File: src/rtl/sim_pkg.sv
// Shared encodings for the simulation phase controller: lifecycle states and
// the measurement phase seen by the statistics side.
package sim_pkg;

    typedef enum logic [2:0] {
        ST_IDLE       = 3'd0,
        ST_CONFIGURED = 3'd1,
        ST_WARMUP     = 3'd2,
        ST_MEASURE    = 3'd3,
        ST_DRAIN      = 3'd4,
        ST_PAUSED     = 3'd5,
        ST_COMPLETED  = 3'd6
    } state_e;

    typedef enum logic [1:0] {
        PH_NONE    = 2'd0,
        PH_WARMUP  = 2'd1,
        PH_MEASURE = 2'd2,
        PH_DRAIN   = 2'd3
    } phase_e;

    function automatic phase_e phase_of(input state_e s);
        case (s)
            ST_WARMUP:  return PH_WARMUP;
            ST_MEASURE: return PH_MEASURE;
            ST_DRAIN:   return PH_DRAIN;
            default:    return PH_NONE;
        endcase
    endfunction

    function automatic logic is_cfg_state(input state_e s);
        return (s == ST_IDLE) || (s == ST_CONFIGURED) || (s == ST_COMPLETED);
    endfunction

endpackage

File: src/rtl/sat_counter.sv
// Up-counter that sticks at all-ones; clear takes priority over enable.
module sat_counter #(
    parameter int WIDTH = 32
) (
    input  logic             clk,
    input  logic             reset_n,
    input  logic             i_en,
    input  logic             i_clr,
    output logic [WIDTH-1:0] o_count
);

    logic [WIDTH-1:0] r_count;

    // NOTE: sequential state uses non-blocking assignments so every flop samples pre-edge values.
    always_ff @(posedge clk or negedge reset_n) begin
        if (!reset_n) begin
            r_count <= '0;
        end else if (i_clr) begin
            r_count <= '0;
        end else if (i_en && (r_count != '1)) begin
            r_count <= r_count + WIDTH'(1);
        end
    end

    assign o_count = r_count;

endmodule

File: src/rtl/sim_phase_ctrl.sv
// Run lifecycle for a cycle-driven simulation: config latch, warmup/measure/
// drain sequencing, pause/resume/abort, and the cycle statistics counters.
module sim_phase_ctrl
    import sim_pkg::*;
#(
    parameter int CYCLE_WIDTH = 32
) (
    input  logic                   clk,
    input  logic                   reset_n,
    input  logic                   cfg_valid,
    output logic                   cfg_ready,
    input  logic [CYCLE_WIDTH-1:0] cfg_warmup,
    input  logic [CYCLE_WIDTH-1:0] cfg_measure,
    input  logic [CYCLE_WIDTH-1:0] cfg_drain_limit,
    input  logic                   cmd_start,
    input  logic                   cmd_pause,
    input  logic                   cmd_resume,
    input  logic                   cmd_abort,
    input  logic                   net_empty,
    output logic [2:0]             state,
    output logic                   step_en,
    output logic                   stats_en,
    output logic                   stats_clear,
    output logic                   done,
    output logic                   timeout,
    output logic                   aborted,
    output logic [CYCLE_WIDTH-1:0] current_cycle,
    output logic [CYCLE_WIDTH-1:0] measured_cycles
);

    localparam logic [CYCLE_WIDTH-1:0] ONE = CYCLE_WIDTH'(1);

    state_e                 r_state;
    state_e                 r_ret_state;
    state_e                 w_next_state;
    state_e                 w_natural;
    phase_e                 w_phase;
    logic [CYCLE_WIDTH-1:0] r_warmup;
    logic [CYCLE_WIDTH-1:0] r_measure;
    logic [CYCLE_WIDTH-1:0] r_drain_limit;
    logic [CYCLE_WIDTH-1:0] w_phase_cnt;
    logic                   r_timeout;
    logic                   r_aborted;
    logic                   r_stats_clear;
    logic                   w_phase_last;
    logic                   w_drain_expire;
    logic                   w_start;
    logic                   w_cfg_accept;
    logic                   w_pause;
    logic                   w_set_timeout;
    logic                   w_set_aborted;

    assign w_phase   = phase_of(r_state);
    assign step_en   = (w_phase != PH_NONE);
    assign stats_en  = (w_phase == PH_MEASURE);
    assign cfg_ready = is_cfg_state(r_state);

    // Where the active phase would go after this cycle if no command intervened.
    always_comb begin
        w_natural      = r_state;
        w_phase_last   = 1'b0;
        w_drain_expire = 1'b0;
        case (r_state)
            ST_WARMUP: begin
                if (w_phase_cnt == r_warmup - ONE) begin
                    w_phase_last = 1'b1;
                    w_natural    = ST_MEASURE;
                end
            end
            ST_MEASURE: begin
                if ((r_measure == '0) || (w_phase_cnt == r_measure - ONE)) begin
                    w_phase_last = 1'b1;
                    w_natural    = ST_DRAIN;
                end
            end
            ST_DRAIN: begin
                if (net_empty) begin
                    w_phase_last = 1'b1;
                    w_natural    = ST_COMPLETED;
                end else if ((r_drain_limit != '0) && (w_phase_cnt == r_drain_limit - ONE)) begin
                    w_phase_last   = 1'b1;
                    w_drain_expire = 1'b1;
                    w_natural      = ST_COMPLETED;
                end
            end
            default: ;
        endcase
    end

    // NOTE: every combinational output gets a default first, so no path can infer a latch.
    always_comb begin
        w_next_state  = r_state;
        w_start       = 1'b0;
        w_cfg_accept  = 1'b0;
        w_pause       = 1'b0;
        w_set_timeout = 1'b0;
        w_set_aborted = 1'b0;
        case (r_state)
            ST_IDLE: begin
                if (cfg_valid) begin
                    w_cfg_accept = 1'b1;
                    w_next_state = ST_CONFIGURED;
                end
            end
            ST_CONFIGURED, ST_COMPLETED: begin
                if (cmd_start) begin
                    w_start      = 1'b1;
                    w_next_state = (r_warmup != '0) ? ST_WARMUP : ST_MEASURE;
                end else if (cfg_valid) begin
                    w_cfg_accept = 1'b1;
                    w_next_state = ST_CONFIGURED;
                end
            end
            ST_WARMUP, ST_MEASURE, ST_DRAIN: begin
                if (cmd_abort) begin
                    w_set_aborted = 1'b1;
                    w_next_state  = ST_COMPLETED;
                end else begin
                    w_set_timeout = w_drain_expire;
                    if (cmd_pause) begin
                        w_pause      = 1'b1;
                        w_next_state = ST_PAUSED;
                    end else begin
                        w_next_state = w_natural;
                    end
                end
            end
            ST_PAUSED: begin
                if (cmd_abort) begin
                    w_set_aborted = 1'b1;
                    w_next_state  = ST_COMPLETED;
                end else if (cmd_resume) begin
                    w_next_state = r_ret_state;
                end
            end
            default: w_next_state = ST_IDLE;
        endcase
    end

    always_ff @(posedge clk or negedge reset_n) begin
        if (!reset_n) begin
            r_state       <= ST_IDLE;
            r_ret_state   <= ST_IDLE;
            r_warmup      <= '0;
            r_measure     <= '0;
            r_drain_limit <= '0;
            r_timeout     <= 1'b0;
            r_aborted     <= 1'b0;
            r_stats_clear <= 1'b0;
        end else begin
            r_state       <= w_next_state;
            r_stats_clear <= (w_next_state == ST_MEASURE) && (r_state != ST_MEASURE)
                             && (r_state != ST_PAUSED);
            if (w_pause) begin
                r_ret_state <= w_natural;
            end
            if (w_cfg_accept) begin
                r_warmup      <= cfg_warmup;
                r_measure     <= cfg_measure;
                r_drain_limit <= cfg_drain_limit;
            end
            if (w_start) begin
                r_timeout <= 1'b0;
                r_aborted <= 1'b0;
            end else begin
                if (w_set_timeout) r_timeout <= 1'b1;
                if (w_set_aborted) r_aborted <= 1'b1;
            end
        end
    end

    // Phase counter restarts on each phase boundary, so a pause on a last cycle resumes at 0.
    sat_counter #(.WIDTH(CYCLE_WIDTH)) u_phase_cnt (
        .clk     (clk),
        .reset_n (reset_n),
        .i_en    (step_en),
        .i_clr   (w_start || (step_en && w_phase_last)),
        .o_count (w_phase_cnt)
    );

    sat_counter #(.WIDTH(CYCLE_WIDTH)) u_current_cnt (
        .clk     (clk),
        .reset_n (reset_n),
        .i_en    (step_en),
        .i_clr   (w_start),
        .o_count (current_cycle)
    );

    sat_counter #(.WIDTH(CYCLE_WIDTH)) u_measured_cnt (
        .clk     (clk),
        .reset_n (reset_n),
        .i_en    (stats_en),
        .i_clr   (w_start),
        .o_count (measured_cycles)
    );

    assign state       = r_state;
    assign stats_clear = r_stats_clear;
    assign done        = (r_state == ST_COMPLETED);
    assign timeout     = r_timeout;
    assign aborted     = r_aborted;

endmodule

File: config.mk
export PLATFORM = sky130hd
export DESIGN_NAME = sim_phase_ctrl
export DESIGN_NICKNAME = d
export VERILOG_FILES = /design/src/rtl/sim_pkg.sv /design/src/rtl/sat_counter.sv /design/src/rtl/sim_phase_ctrl.sv
export SDC_FILE = /design/constraint.sdc
export NUM_CORES = 1
export LEC_CHECK = 0
export BUFFER_PORTS_ARGS = -buffer_cell sky130_fd_sc_hd__buf_2
export CORE_MARGIN = 4
export CORE_UTILIZATION = 41
export DETAILED_ROUTE_END_ITERATION = 7
export GPL_TIMING_DRIVEN = 0
export PLACE_DENSITY = 0.73
export SYNTH_ARGS = -nofsm -noshare
export SYNTH_HDL_FRONTEND = slang
export SYNTH_SLANG_ARGS = --single-unit
File: constraint.sdc
create_clock -name clk -period 3.22 [get_ports clk]
set_input_delay 0 -clock clk [delete_from_list [all_inputs] [get_ports clk]]
set_output_delay 0 -clock clk [all_outputs]
set_load 0.02 [all_outputs]
==> results.sh <==
export IMPL_pwr_share_clk_pct=21.9
export IMPL_tightest_slew_ns=0.823
export IMPL_hold_viol=0
export IMPL_synth_cell_types=82
export IMPL_max_clock_freq_mhz=260
export IMPL_power_frac_comb_pct=43.2
export IMPL_final_setup_viol_count=38
export IMPL_synthArstFlopShare_pct=100
export IMPL_grt_start_max_net_pins=111
export IMPL_fin_crit_ns=3.85
export IMPL_cts_buffers_inserted=23
export IMPL_grt_pass1_wl_um=61400
export IMPL_syn_inst=1322
export IMPL_design_area_mm2=0.0168
export IMPL_seq_area_frac_synth_pct=39.1
export IMPL_die_y_um=185
export IMPL_cts_tree="yes"
export IMPL_status="finished with violations"
export IMPL_antenna_cells=0
export IMPL_port_buffer_count=175
export IMPL_period_share_pct=119
export IMPL_violations="negative setup slack"
export IMPL_areaGrowthSynthToFinish_pct=30.2
export IMPL_avgRoutedWirePerCell_um=18.8
export IMPL_switching_share_pct=40.5
export IMPL_critPathKind="flop to flop"
export IMPL_final_max_slew_viol_count=0
export IMPL_clk_latency_ns=0.54
export IMPL_synthSimpleGateAreaFrac_pct=25.3
export IMPL_synth_fp_nets=1434
export IMPL_synth_adder_area_share_pct=0.777
export IMPL_fill_cells=2735
export IMPL_worst_setup_path_end_kind="flop"
export IMPL_first_global_vias=11600
export IMPL_die_area_mm2=0.0343
export IMPL_synth_top_area_share_pct=39.1
export IMPL_synth_xor_area_share_pct=13.9
export IMPL_synth_edf_count=0
export IMPL_cap_violations=0
export IMPL_synth_top_family_by_area="simple AND/OR/NAND/NOR gates"
export IMPL_power_switching_w=0.00520
export IMPL_layout_nets=1763
export IMPL_ff2ff_setup_slack_ns=-0.63
export IMPL_coreArea_mm2=0.0307
export IMPL_muxShareOfSynthArea_pct=9.59
export IMPL_clk_path_buf_depth=3
export IMPL_gr_total_overflow=0
export IMPL_rows=64
export IMPL_final_util_pct=54.5
export IMPL_worstSetupStartpointType="flop"
export IMPL_synthesis_area_mm2=0.0129
export IMPL_synth_compound_area_share_pct=6.70
export IMPL_placed_cell_area_mm2=0.0143
export IMPL_grt_use_total_pct=22.1
export IMPL_arrival_ns=4.32
export IMPL_drt_wl_total_um=38800
export IMPL_dp_hpwl_um=27400
export IMPL_holdWs_ns=0.0800
export IMPL_path_clk_slew_ns=0.07
export IMPL_synth_avg_cell_area_um2=9.74
export IMPL_synth_top_area_cell="dfrtp_1"
export IMPL_dr_first_iter_drc_count=845
export IMPL_synth_most_common_cell="dfrtp_1"
export IMPL_leakage_nw=7.08
export IMPL_cp_max_fo=6
export IMPL_cts_max_level=1
export IMPL_vias=11500
export IMPL_synthTopCellsByCount="dfrtp_1 (201), nor2_1 (136), xor2_1 (112)"
export IMPL_yosys_most_used_dff="dfrtp_1"
export IMPL_synth_seq_cells=201
export IMPL_viasPerCell=5.57
export IMPL_drcViolationCount=0
export IMPL_initial_core_util_pct=41.9
export IMPL_rsz0062_at_grt="yes"
export IMPL_antenna_found_initial=3
export IMPL_yosys_warnings=0
export IMPL_maxSlewHeadroom_pct=45.1
export IMPL_required_ns=3.70
export IMPL_power_density_mw_per_mm2=764
export IMPL_drive_gt1_share_pct=30.2
export IMPL_worst_slack_ns=-0.627
export IMPL_clock_sink_count=201
export IMPL_synthTopCellsByArea="dfrtp_1 (39%), mux2_2 (8.6%), xor2_1 (7.6%), xnor2_1 (6.3%), nor2_1 (4.0%)"
export IMPL_skew_ns=0.0191
export IMPL_root_buffer="clkbuf_16"
export IMPL_holdCritPathClass="input pin to flop"
export IMPL_io_pins=178
export IMPL_die_w_um=185
export IMPL_drtPass1Iterations=5
export IMPL_p_seq_share_pct=34.8
export IMPL_p_int_w=0.00762
export IMPL_ant_nets=0
export IMPL_gp_congestion=0.933
export IMPL_vdd_drop_max_uv=454
-- worst paths after layout --
path / from / endpoint / cells after the start
min in group asynchronous: reset_n / r_drain_limit[15]$_DFFE_PN0P_ / 2
setup / recovery: r_drain_limit[8]$_DFFE_PN0P_ / stats_clear$_DFF_PN0_ / 12
max in group asynchronous: reset_n / u_measured_cnt.o_count[8]$_DFFE_PN0P_ / 3
hold reg to reg: r_ret_state[0]$_DFFE_PN0P_ / r_ret_state[0]$_DFFE_PN0P_ / 2
hold / removal: cmd_resume / state[2]$_DFF_PN0_ / 5
setup reg to reg: r_drain_limit[8]$_DFFE_PN0P_ / stats_clear$_DFF_PN0_ / 12
-- sequential cells by signal (all words and copies together) (netlist names) --
register,cells
u_phase_cnt.o_count,32
u_measured_cnt.o_count,32
r_warmup,32
r_ret_state,3
r_drain_limit,32
r_measure,32
aborted,1
u_current_cnt.o_count,32
timeout,1
state,3
stats_clear,1
-- power by group through the flow --
stage / Clock [W] / Sequential [W] / Combinational, W
finish: 0.00281 / 0.00446 / 0.00554
global route: 0.00299 / 0.00457 / 0.00604
CTS: 0.00287 / 0.00440 / 0.00534
detailed placement: 0 / 0.00440 / 0.00483
global placement: 0 / 0.00435 / 0.00469
floorplan: 0 / 0.00414 / 0.00371
-- cell type report --
class / count / area [um^2] / share of cell area [%]
multi-input cells: 1024 / 7630 / 45.5
flip-flops and latches: 201 / 5050 / 30.1
repair buffers: 310 / 2190 / 13.1
clock buffers: 30 / 642 / 3.83
plain buffers: 68 / 505 / 3.01
well taps: 396 / 495 / 2.95
clock inverters: 12 / 168 / 1.00
inverters: 23 / 86.3 / 0.515
-- worst max-delay path, cell delays in order (launching register included) --
cell       delay (ns)
dfrtp_2          0.41
or4_4            0.57
buf_4            0.17
nor4_4           0.37
nand4b_1         0.22
buf_4            0.20
or4_4            0.49
a2111oi_4        0.34
buf_4            0.20
buf_4            0.12
nor4_1           0.06
o41ai_2          0.44
and3_1           0.23
-- cells in the final DEF, fill, tap and decap left out, types with 8 or more instances in the layout --
cell and instances:
dfrtp_1 186, buf_2 179, nor2_1 131, xor2_1 112
dlygate4sd3_1 102, mux2_2 98, xnor2_1 93, nand2_1 85
nand3_1 52, nor3_1 41, buf_4 38, nand4_1 34
o21ai_0 32, nor2_4 31, clkbuf_1 28, inv_1 23
clkbuf_16 23, a21oi_1 21, or3_1 20, buf_6 20
and3_1 19, nor4_1 17, nand2b_1 16, dfrtp_2 15
and4_1 13, nor4_2 12, or4_4 12, mux2i_1 12
a31oi_1 11, nand4b_1 10, nor2b_1 8
-- what timing repair did --
item | 4_1_cts | 5_1_grt
hold endpoints to repair | 196 | 0
gates resized for setup | 60 | 35
hold buffers | 102 | 0
endpoints found under the setup margin | 66 | 57
cloned | 1 | 0
setup buffers | 19 | 13
pin swaps | 14 | 18
-- routing by layer --
layer | vias up | track usage [%] | wire, um
met1 | 5588 | 29.0 | 16000
met5 | - | 0 | 34
met2 | 484 | 36.7 | 18300
met4 | 6 | 6.66 | 1230
li1 | 5328 | - | -
met3 | 94 | 5.01 | 3130
-- cell families after synthesis --
family	Yosys count
buffers and inverters	97
flip-flops	201
AO/OA/AOI/OAI	126
AND/OR/NAND/NOR	574
adder cells (fa/ha/maj)	8
XOR/XNOR	205
multiplexers	111
-- metrics by stage --
step	worst slack, ns	cells	setup TNS, ns	total power, W
after floorplan	-0.214	1322	-6.57	0.00785
after global routing	-0.690	2064	-22.37	0.0136
after detailed placement	-0.901	1894	-33.36	0.00923
after global placement	-1.28	1893	-282.75	0.00904
after CTS	-0.524	2053	-17.26	0.0126
final	-0.627	2064	-19.97	0.0128
(Power assumes the default switching activity.)
